File: src/rtl/senal_evento_decoder.sv
// Turns the four level-toggle button lines into ordered press events.
// Events are queued in a show-ahead FIFO behind a valid/ready handshake.
module senal_evento_decoder #(
    parameter int SYNC_STAGES = 2,
    parameter int FIFO_DEPTH  = 4
) (
    input  logic                         clk,
    input  logic                         reset,
    input  logic                         Senal_Test,
    input  logic                         Senal_Energia,
    input  logic                         Senal_Medicina,
    input  logic                         Senal_Reset,
    input  logic                         evt_ready,
    input  logic                         ovf_clr,
    output logic                         evt_valid,
    output logic [1:0]                   evt_code,
    output logic [$clog2(FIFO_DEPTH):0]  pending,
    output logic                         overflow
);
    localparam int          PW      = $clog2(FIFO_DEPTH);
    localparam logic [PW:0] DEPTH_C = (PW+1)'(FIFO_DEPTH);

    // Handshake: an event transfers on a rising edge where evt_valid && evt_ready;
    // evt_code holds steady while evt_valid is high and no transfer occurs.

    // Source bit index equals its event code: 0 Reset, 1 Test, 2 Medicina, 3 Energia.
    logic [3:0]    raw;
    logic [3:0]    sync_q [SYNC_STAGES];
    logic [3:0]    prev_q;
    logic [3:0]    change;
    logic [3:0]    pend_q;
    logic [3:0]    pend_d;
    logic [3:0]    clear_mask;
    logic [1:0]    mem_q [FIFO_DEPTH];
    logic [PW-1:0] wr_ptr;
    logic [PW-1:0] rd_ptr;
    logic [PW:0]   count_q;
    logic          pop;
    logic          push;
    logic          win_valid;
    logic          reset_win;
    logic          lost;
    logic [1:0]    win_code;

    assign raw       = {Senal_Energia, Senal_Medicina, Senal_Test, Senal_Reset};
    assign change    = sync_q[SYNC_STAGES-1] ^ prev_q;
    assign evt_valid = (count_q != '0);
    assign evt_code  = mem_q[rd_ptr];
    assign pending   = count_q;

    always_comb begin
        win_valid = |pend_q;
        win_code  = 2'd0;
        if (pend_q[0])      win_code = 2'd0;
        else if (pend_q[1]) win_code = 2'd1;
        else if (pend_q[2]) win_code = 2'd2;
        else if (pend_q[3]) win_code = 2'd3;
        reset_win = pend_q[0];
        pop       = evt_valid && evt_ready;
        // A Reset winner always writes since it flushes the queue first.
        push      = win_valid && (reset_win || (count_q < DEPTH_C) || pop);
    end

    always_comb begin
        clear_mask = 4'b0000;
        if (push) begin
            if (reset_win) clear_mask = 4'b1111;
            else           clear_mask[win_code] = 1'b1;
        end
        pend_d = (pend_q & ~clear_mask) | change;
        lost   = |(change & pend_q & ~clear_mask);
    end

    always_ff @(posedge clk or negedge reset) begin
        if (!reset) begin
            for (int i = 0; i < SYNC_STAGES; i++) sync_q[i] <= '0;
            for (int i = 0; i < FIFO_DEPTH; i++)  mem_q[i]  <= '0;
            prev_q   <= '0;
            pend_q   <= '0;
            overflow <= 1'b0;
            wr_ptr   <= '0;
            rd_ptr   <= '0;
            count_q  <= '0;
        end else begin
            sync_q[0] <= raw;
            for (int i = 1; i < SYNC_STAGES; i++) sync_q[i] <= sync_q[i-1];
            prev_q   <= sync_q[SYNC_STAGES-1];
            pend_q   <= pend_d;
            overflow <= lost | (overflow & ~ovf_clr);

            if (push && reset_win) begin
                // Flush: the Reset code becomes the sole entry, any same-edge pop is moot.
                mem_q[wr_ptr] <= 2'd0;
                rd_ptr        <= wr_ptr;
                wr_ptr        <= wr_ptr + PW'(1);
                count_q       <= (PW+1)'(1);
            end else begin
                if (push) begin
                    mem_q[wr_ptr] <= win_code;
                    wr_ptr        <= wr_ptr + PW'(1);
                end
                if (pop) rd_ptr <= rd_ptr + PW'(1);
                case ({push, pop})
                    2'b10:   count_q <= count_q + (PW+1)'(1);
                    2'b01:   count_q <= count_q - (PW+1)'(1);
                    default: count_q <= count_q;
                endcase
            end
        end
    end

endmodule
File: config.mk
export PLATFORM = sky130hd
export DESIGN_NAME = senal_evento_decoder
export DESIGN_NICKNAME = d
export VERILOG_FILES = /design/src/rtl/senal_evento_decoder.sv
export SDC_FILE = /design/constraint.sdc
export NUM_CORES = 1
export LEC_CHECK = 0
export BUFFER_PORTS_ARGS = -buffer_cell sky130_fd_sc_hd__buf_2
export CELL_PAD_IN_SITES_DETAIL_PLACEMENT = 1
export CELL_PAD_IN_SITES_GLOBAL_PLACEMENT = 1
export CORE_UTILIZATION = 50
export CTS_CLUSTER_SIZE = 14
export DETAILED_ROUTE_END_ITERATION = 8
export PLACE_DENSITY = 0.95
export SLEW_MARGIN = 25
export SYNTH_ARGS = -nofsm -noshare
export SYNTH_HDL_FRONTEND = slang
export SYNTH_SLANG_ARGS = --single-unit
File: constraint.sdc
create_clock -name clk -period 5.4 [get_ports clk]
set_clock_uncertainty 0.1 [all_clocks]
set_input_delay 0.27 -clock clk [delete_from_list [all_inputs] [get_ports clk]]
set_output_delay 0.27 -clock clk [all_outputs]
set_load 0.05 [all_outputs]
==> impl_metrics.py, run 1 <==
metrics = {
    "clock_tree": {
        "cts_setup_buffers": 0,
        "clock_path_buffers": 2,
        "post_cts_resized": 0,
        "holdBufCountCts": 5,
        "cts_buffers": 5,
        "cts_tree": "built",
        "clk_latency_ns": 0.33,
        "cts_max_level": 2,
        "path_clk_slew_ns": 0.09,
        "cts.sinks": 32,
        "cts-root-buf": "clkbuf_4",
    },
    "synthesis": {
        "async_flop_share_pct": 100,
        "synth_area_sq_mm": 0.00148,
        "ys_types": 31,
        "avgSynthCellArea_sq_um": 12.2,
        "yosysSeqAreaShare_pct": 54.0,
        "synth-adder-area-share_pct": 5.57,
        "synth_mux_area_share_pct": 4.47,
        "synth_edf_count": 0,
        "synth-compound-area-share_pct": 12.9,
        "synth_fp_nets": 136,
        "synth_cells": 122,
        "synthSimpleGateAreaFrac_pct": 12.7,
        "ys_ff_latch": 32,
        "yosysWarnings": 0,
        "synth_xor_area_share_pct": 5.32,
        "synth_top_family_by_area": "compound AO/OA/AOI/OAI gates",
        "ys.flop_type": "dfrtp_1",
    },
    "routing": {
        "vias_per_cell": 5.57,
        "first_iter_violations": 11,
        "wl_per_cell_um": 17.5,
        "dr.pass1.iters": 4,
        "drc": 0,
        "ant_nets": 0,
        "vias": 974,
        "wl_mm": 3.06,
    },
    "finish": {
        "drive_above_1_share_pct": 21.5,
        "diodes": 0,
        "finalInstanceArea_sq_mm": 0.00168,
        "nets": 158,
        "synthToLayoutAreaGrowth_pct": 13.3,
    },
    "worst_setup_path": {
        "worst_path_max_delay_cell": "dfrtp_1",
        "worstSetupStartpointType": "register",
        "slowest_delay_ns": 0.46,
        "crit_type": "reg -> reg",
        "reg2reg_to": "pending[2]",
        "reg2reg_depth": 8,
        "crit_required_ns": 5.55,
        "crit_path_start": "pending[2]",
        "end_kind": "register",
        "rrSetupSlack_ns": 2.65,
        "r2r_start": "pending[2]",
        "arrival_ns": 2.90,
        "worst-path-max-fanout": 11,
        "critPathCapture": "pending[2]",
        "critical_path.cell_chain": "and2b_4 -> o21ai_2 -> inv_1 -> ha_1 -> fa_1 -> xnor2_1 -> or3_2 -> a21oi_1",
    },
    "timing": {
        "min_period_ns": 2.75,
        "fmax_mhz": 364,
        "max-slew-margin-rel_pct": 53.0,
        "layout_worst_path_cycle_share_pct": 50.9,
        "drv_slew": 0,
        "tns_ns": 0,
        "fin_ws_ns": 2.65,
        "finalHoldViolCount": 0,
        "rsz0062_at_grt": "no",
        "tightest_slew_ns": 0.704,
        "setup_violations": 0,
    },
    "grt": {
        "grt_first_pass_wirelength_mm": 4.94,
        "grt_max_degree": 33,
        "grt_remaining_overflow": 0,
        "antenna_found_initial": 0,
        "grt.total_usage_pct": 21.7,
        "grt_pass1_vias": 1036,
    },
    "job": {
        "maxCapViolations": 0,
    },
    "floorplan": {
        "die_area_sq_mm": 0.00319,
        "die_y_um": 56.5,
        "rows": 19,
        "initial_core_util_pct": 53.3,
        "io_pins": 15,
        "dieWidth_um": 56.5,
        "core_area_sq_mm": 0.00278,
    },
    "place": {
        "place_ws_ns": 2.65,
        "placed_area_sq_mm": 0.00157,
        "place.gp.congestion": 0.810,
        "port_buffers": 14,
        "place_hpwl_mm": 2.21,
    },
    "power": {
        "power.total_uw": 899,
        "power.leakage_uw": 0.000738,
        "vdd_drop_max_uv": 361,
        "powerDensity_mw_per_mm2": 535,
    },
    "hold_path": {
        "hp-start": "ovf_clr",
        "hold_class": "in -> reg",
    },
    "outcome": {
        "status": "finished, final reports clean",
    },
}
[placed cells by master (no fill, tap or decap), types with 2 or more instances in the layout]
| master | instances |
|---|---|
| o21ai_0 | 3 |
| dlygate4sd3_1 | 5 |
| nand2_1 | 5 |
| ha_1 | 5 |
| buf_2 | 14 |
| dfrtp_1 | 32 |
| or3_2 | 2 |
| xor2_1 | 3 |
| nand4b_1 | 4 |
| nor2b_1 | 5 |
| nand2b_1 | 10 |
| mux4_2 | 2 |
| o211ai_1 | 13 |
| clkbuf_8 | 2 |
| xnor2_1 | 6 |
| inv_1 | 13 |
| clkbuf_4 | 5 |
[layout make-up]
type                    count  area (sq um)
fillers                   297          1100
flip-flops and latches     32           801
multi-input cells          73           607
repair buffers             19           120
clock buffers               7          65.1
inverters                  13          48.8
well taps                  31          38.8
[Yosys cell counts, drive strengths merged (2+ instances only)]
cell,n,share of area (%)
buf,2,1.3
xor2,3,1.8
o21ai,5,1.9
nand2,5,1.3
o211ai,13,6.6
nand2b,10,4.2
mux4,2,3.0
dfrtp,32,54
nor2b,5,2.1
xnor2,6,3.5
clkbuf,2,0.51
or3,2,1.0
o311ai,2,1.7
inv,13,3.3
nand4b,4,2.4
ha,5,4.2
[power by group]
group,switching (uW),leakage [uW],internal (uW)
Sequential,78.7,0.000385,301
Combinational,221,0.000315,147
Clock,78.0,0.0000374,73.7
[worst max-delay path: cells and delay by family (launching register included)]
family                   cells  cell delay, ns
AO/OA/AOI/OAI                2            0.60
XOR/XNOR                     1            0.15
adder cells (fa/ha/maj)      2            0.64
buffers and inverters        1            0.09
flip-flops                   1            0.46
AND/OR/NAND/NOR              2            0.63
[cells by family (layout without fill, tap and decap cells)]
family | after synthesis | count (layout)
compound gates | 24 | 24
xor+xnor | 9 | 9
fa+ha+maj | 6 | 6
buf+inv | 17 | 39
flops | 32 | 32
mux | 4 | 4
simple gates | 30 | 30
[sequential cells by signal, indices dropped and copies added (netlist names)]
signal    count
mem_q         8
overflow      1
pend_q        4
pending       3
prev_q        4
rd_ptr        2
sync_q        8
wr_ptr        2
[per-stage QoR]
step	hold WS [ns]	instances	utilization (%)
after floorplan	-0.126	122	-
after global placement	0.233	163	56.3
after detailed placement	0.240	163	56.3
after CTS	0.185	175	60.4
after global routing	0.195	175	60.4
final	0.188	175	60.4
[worst min path at each step]
stage / slack [ns] / to / cells past startpoint
6_report: 0.19 / overflow / 3
5_1_grt: 0.19 / overflow / 3
4_1_cts: 0.18 / overflow / 3
3_5_place_dp: 0.24 / sync_q[3] / 0
3_3_place_gp: 0.23 / mem_q[6] / 1
2_1_floorplan: -0.13 / mem_q[0] / 0
[routing by layer]
metal | global-route usage, % | vias up | wire length (um)
met5 | 0 | - | 0
met4 | 9.41 | 0 | 62
met3 | 6.22 | 5 | 85
met2 | 38.2 | 18 | 1630
met1 | 24.1 | 492 | 1280
li1 | - | 459 | -
(Power assumes the default switching activity.)
==> run 2: changes to the inputs <==
--- a/config.mk
+++ b/config.mk
@@ -5,13 +5,14 @@
 export SDC_FILE = /design/constraint.sdc
 export NUM_CORES = 1
 export LEC_CHECK = 0
+export ABC_AREA = 1
 export BUFFER_PORTS_ARGS = -buffer_cell sky130_fd_sc_hd__buf_2
 export CELL_PAD_IN_SITES_DETAIL_PLACEMENT = 1
 export CELL_PAD_IN_SITES_GLOBAL_PLACEMENT = 1
-export CORE_UTILIZATION = 50
+export CORE_UTILIZATION = 40
 export CTS_CLUSTER_SIZE = 14
 export DETAILED_ROUTE_END_ITERATION = 8
-export PLACE_DENSITY = 0.95
+export PLACE_DENSITY = 0.85
 export SLEW_MARGIN = 25
 export SYNTH_ARGS = -nofsm -noshare
 export SYNTH_HDL_FRONTEND = slang
==> constraint.sdc (replaced) <==
create_clock -name clk -period 2.2 [get_ports clk]
set_clock_uncertainty 0.1 [all_clocks]
set_input_delay 0.11 -clock clk [delete_from_list [all_inputs] [get_ports clk]]
set_output_delay 0.11 -clock clk [all_outputs]
set_load 0.05 [all_outputs]
==> impl_metrics.py, run 2 <==
metrics = {
    "synthesis": {
        "yosysWarnings": 0,
        "yosysMostFrequentCell": "dfrtp_1",
        "yosys.area.top_type_share_pct": 53.5,
        "ys_ff_latch": 32,
        "synth_fp_nets": 166,
        "async_flop_share_pct": 100,
        "yosysSeqAreaShare_pct": 53.5,
        "ys_types": 24,
        "ys_top_cells_by_count": "dfrtp_1 (32), nand2_1 (20), inv_1 (17), nand3_1 (16), nor2_1 (14)",
        "avgSynthCellArea_sq_um": 9.84,
        "ys.flop_type": "dfrtp_1",
        "synth_edf_count": 0,
        "yosys.area.top_type": "dfrtp_1",
        "synth_area_leaders": "dfrtp_1 (54%), nand3_1 (5.4%), nand2_1 (5.0%)",
        "synth_cells": 152,
        "synth_area_sq_mm": 0.00150,
    },
    "timing": {
        "hold_ws_ns": 0.0409,
        "min_period_ns": 2.05,
        "fin_ws_ns": 0.148,
        "layout_worst_path_cycle_share_pct": 93.3,
        "fmax_mhz": 487,
        "tightest_slew_ns": 0.712,
        "drv_slew": 0,
        "tns_ns": 0,
        "finalHoldViolCount": 0,
        "setup_violations": 0,
        "max-slew-margin-rel_pct": 52.5,
    },
    "worst_setup_path": {
        "crit_type": "reg -> reg",
        "worst-path-max-fanout": 4,
        "critical_path.cell_chain": "nor2_4 -> nand2_4 -> nand2_1 -> inv_1 -> ha_1 -> fa_2 -> inv_1 -> nand2_1 -> nand3_1 -> xor2_1 -> nor2_1",
        "worst_path_max_delay_cell": "dfrtp_2",
        "arrival_ns": 2.12,
        "worstSetupStartpointType": "register",
        "slowest_delay_ns": 0.45,
        "crit_required_ns": 2.27,
        "end_kind": "register",
    },
    "clock_tree": {
        "clk_latency_ns": 0.29,
        "cts_buffers": 5,
        "path_clk_slew_ns": 0.06,
        "cts.sinks": 32,
        "cts_max_level": 2,
        "cts_tree": "built",
        "cts-root-buf": "clkbuf_8",
        "clock_path_buffers": 2,
    },
    "power": {
        "p_sw_share_pct": 41.1,
        "vdd_drop_max_uv": 450,
        "pwr-share-comb_pct": 41.7,
        "power.leakage_uw": 0.000869,
        "power_switching_uw": 1090,
        "powerDensity_mw_per_mm2": 1460,
        "pwr-share-seq_pct": 35.1,
        "power.internal_uw": 1560,
        "clock_power_share_pct": 23.2,
    },
    "finish": {
        "diodes": 0,
        "reg_top3": "mem_q (8), sync_q (8)",
        "mostFrequentLayoutCells": "dfrtp_1 (28), nand2_1 (19), inv_1 (17), nand3_1 (16), buf_2 (14)",
        "fin_cells": 225,
        "nets": 192,
        "num-fill-cells": 394,
        "drive_above_1_share_pct": 21.8,
        "utilization_pct": 52.3,
        "synthToLayoutAreaGrowth_pct": 21.3,
        "layout.cells.most_common": "dfrtp_1",
    },
    "routing": {
        "vias": 1097,
        "ant_nets": 0,
        "dr.pass1.iters": 2,
        "wl_per_cell_um": 14.3,
        "wl_mm": 3.21,
        "vias_per_cell": 4.88,
        "drc": 0,
        "first_iter_violations": 30,
    },
    "grt": {
        "grt_max_degree": 33,
        "antenna_found_initial": 0,
        "grt_remaining_overflow": 0,
        "grt_first_pass_wirelength_mm": 5.58,
        "grt.total_usage_pct": 18.6,
        "grt_pass1_vias": 1200,
    },
    "hold_path": {
        "hold_class": "in -> reg",
    },
    "floorplan": {
        "die_y_um": 63.2,
        "dieWidth_um": 63.2,
        "rows": 21,
        "die_area_sq_mm": 0.00399,
        "initial_core_util_pct": 43.1,
        "core_area_sq_mm": 0.00347,
        "io_pins": 15,
    },
    "place": {
        "place.gp.congestion": 0.762,
        "place_ws_ns": 0.0806,
        "port_buffers": 14,
        "place_hpwl_mm": 2.24,
        "place_inst": 210,
    },
    "job": {
        "maxCapViolations": 0,
    },
    "outcome": {
        "status": "finished, final reports clean",
    },
}
run 2: routing by layer:
layer  GRT usage (%)  part of all wire (%)  vias to the layer above
met2            32.5                    54                       19
met1            20.2                    41                      535
met4            9.01                   1.7                        0
met5               0                     0                        -
met3            5.80                   3.2                        8
li1                -                     -                      535
run 2: repair_timing:
| item | in CTS | in global routing |
|---|---|---|
| gates resized for setup | 0 | 3 |
| endpoints found under the setup margin | 0 | 1 |
| hold buffers | 5 | 0 |
| hold endpoints to repair | 36 | 0 |
| buffers inserted | 0 | 2 |
run 2: per-stage QoR:
stage,instance area (sq um),power (uW)
final,1820,2660
after detailed placement,1620,1990
after global placement,1620,1920
after global routing,1820,2860
after floorplan,1510,1720
after CTS,1790,2650
run 2: area by class of cell:
class | count | area (sq um) | area share (%)
Timing Repair Buffer | 21 | 135 | 7.44
Inverter | 20 | 77.6 | 4.27
Tap cell | 46 | 57.6 | 3.17
Clock inverter | 1 | 30.0 | 1.65
Multi-Input combinational cell | 98 | 613 | 33.8
Sequential cell | 32 | 806 | 44.4
Clock buffer | 7 | 96.3 | 5.31
run 2: worst paths after layout:
check	from	end	slack, ns	depth (start not counted)
setup / recovery	pending[1]	pending[2]	0.15	11
hold / removal	ovf_clr	overflow	0.04	4
setup reg to reg	pending[1]	pending[2]	0.15	11
hold reg to reg	sync_q[5]	sync_q[1]	0.25	0
max in group asynchronous	reset	pend_q[0]	1.17	2
min in group asynchronous	reset	mem_q[2]	0.34	2
run 2: cells by family (layout without fill, tap and decap cells):
kind of cell    Yosys count  count (layout)  synth area share, %
xor+xnor                  7               7                 4.10
simple gates             64              64                 21.5
compound gates           21              21                 8.70
flops                    32              32                 53.5
buf+inv                  22              49                 6.69
fa+ha+maj                 6               6                 5.52
run 2: power groups by stage:
stage	clock network [uW]	logic, uW	registers (uW)
2_1_floorplan	0	736	988
3_3_place_gp	0	991	932
3_5_place_dp	0	1050	943
4_1_cts	635	1080	936
5_1_grt	664	1240	952
6_report	615	1110	933
run 2: critical path, delay by kind of cell (launching register included):
family        cells  cell delay (ns)
fa+ha+maj         2             0.59
buf+inv           2             0.13
simple gates      6             0.52
flops             1             0.45
xor+xnor          1             0.16
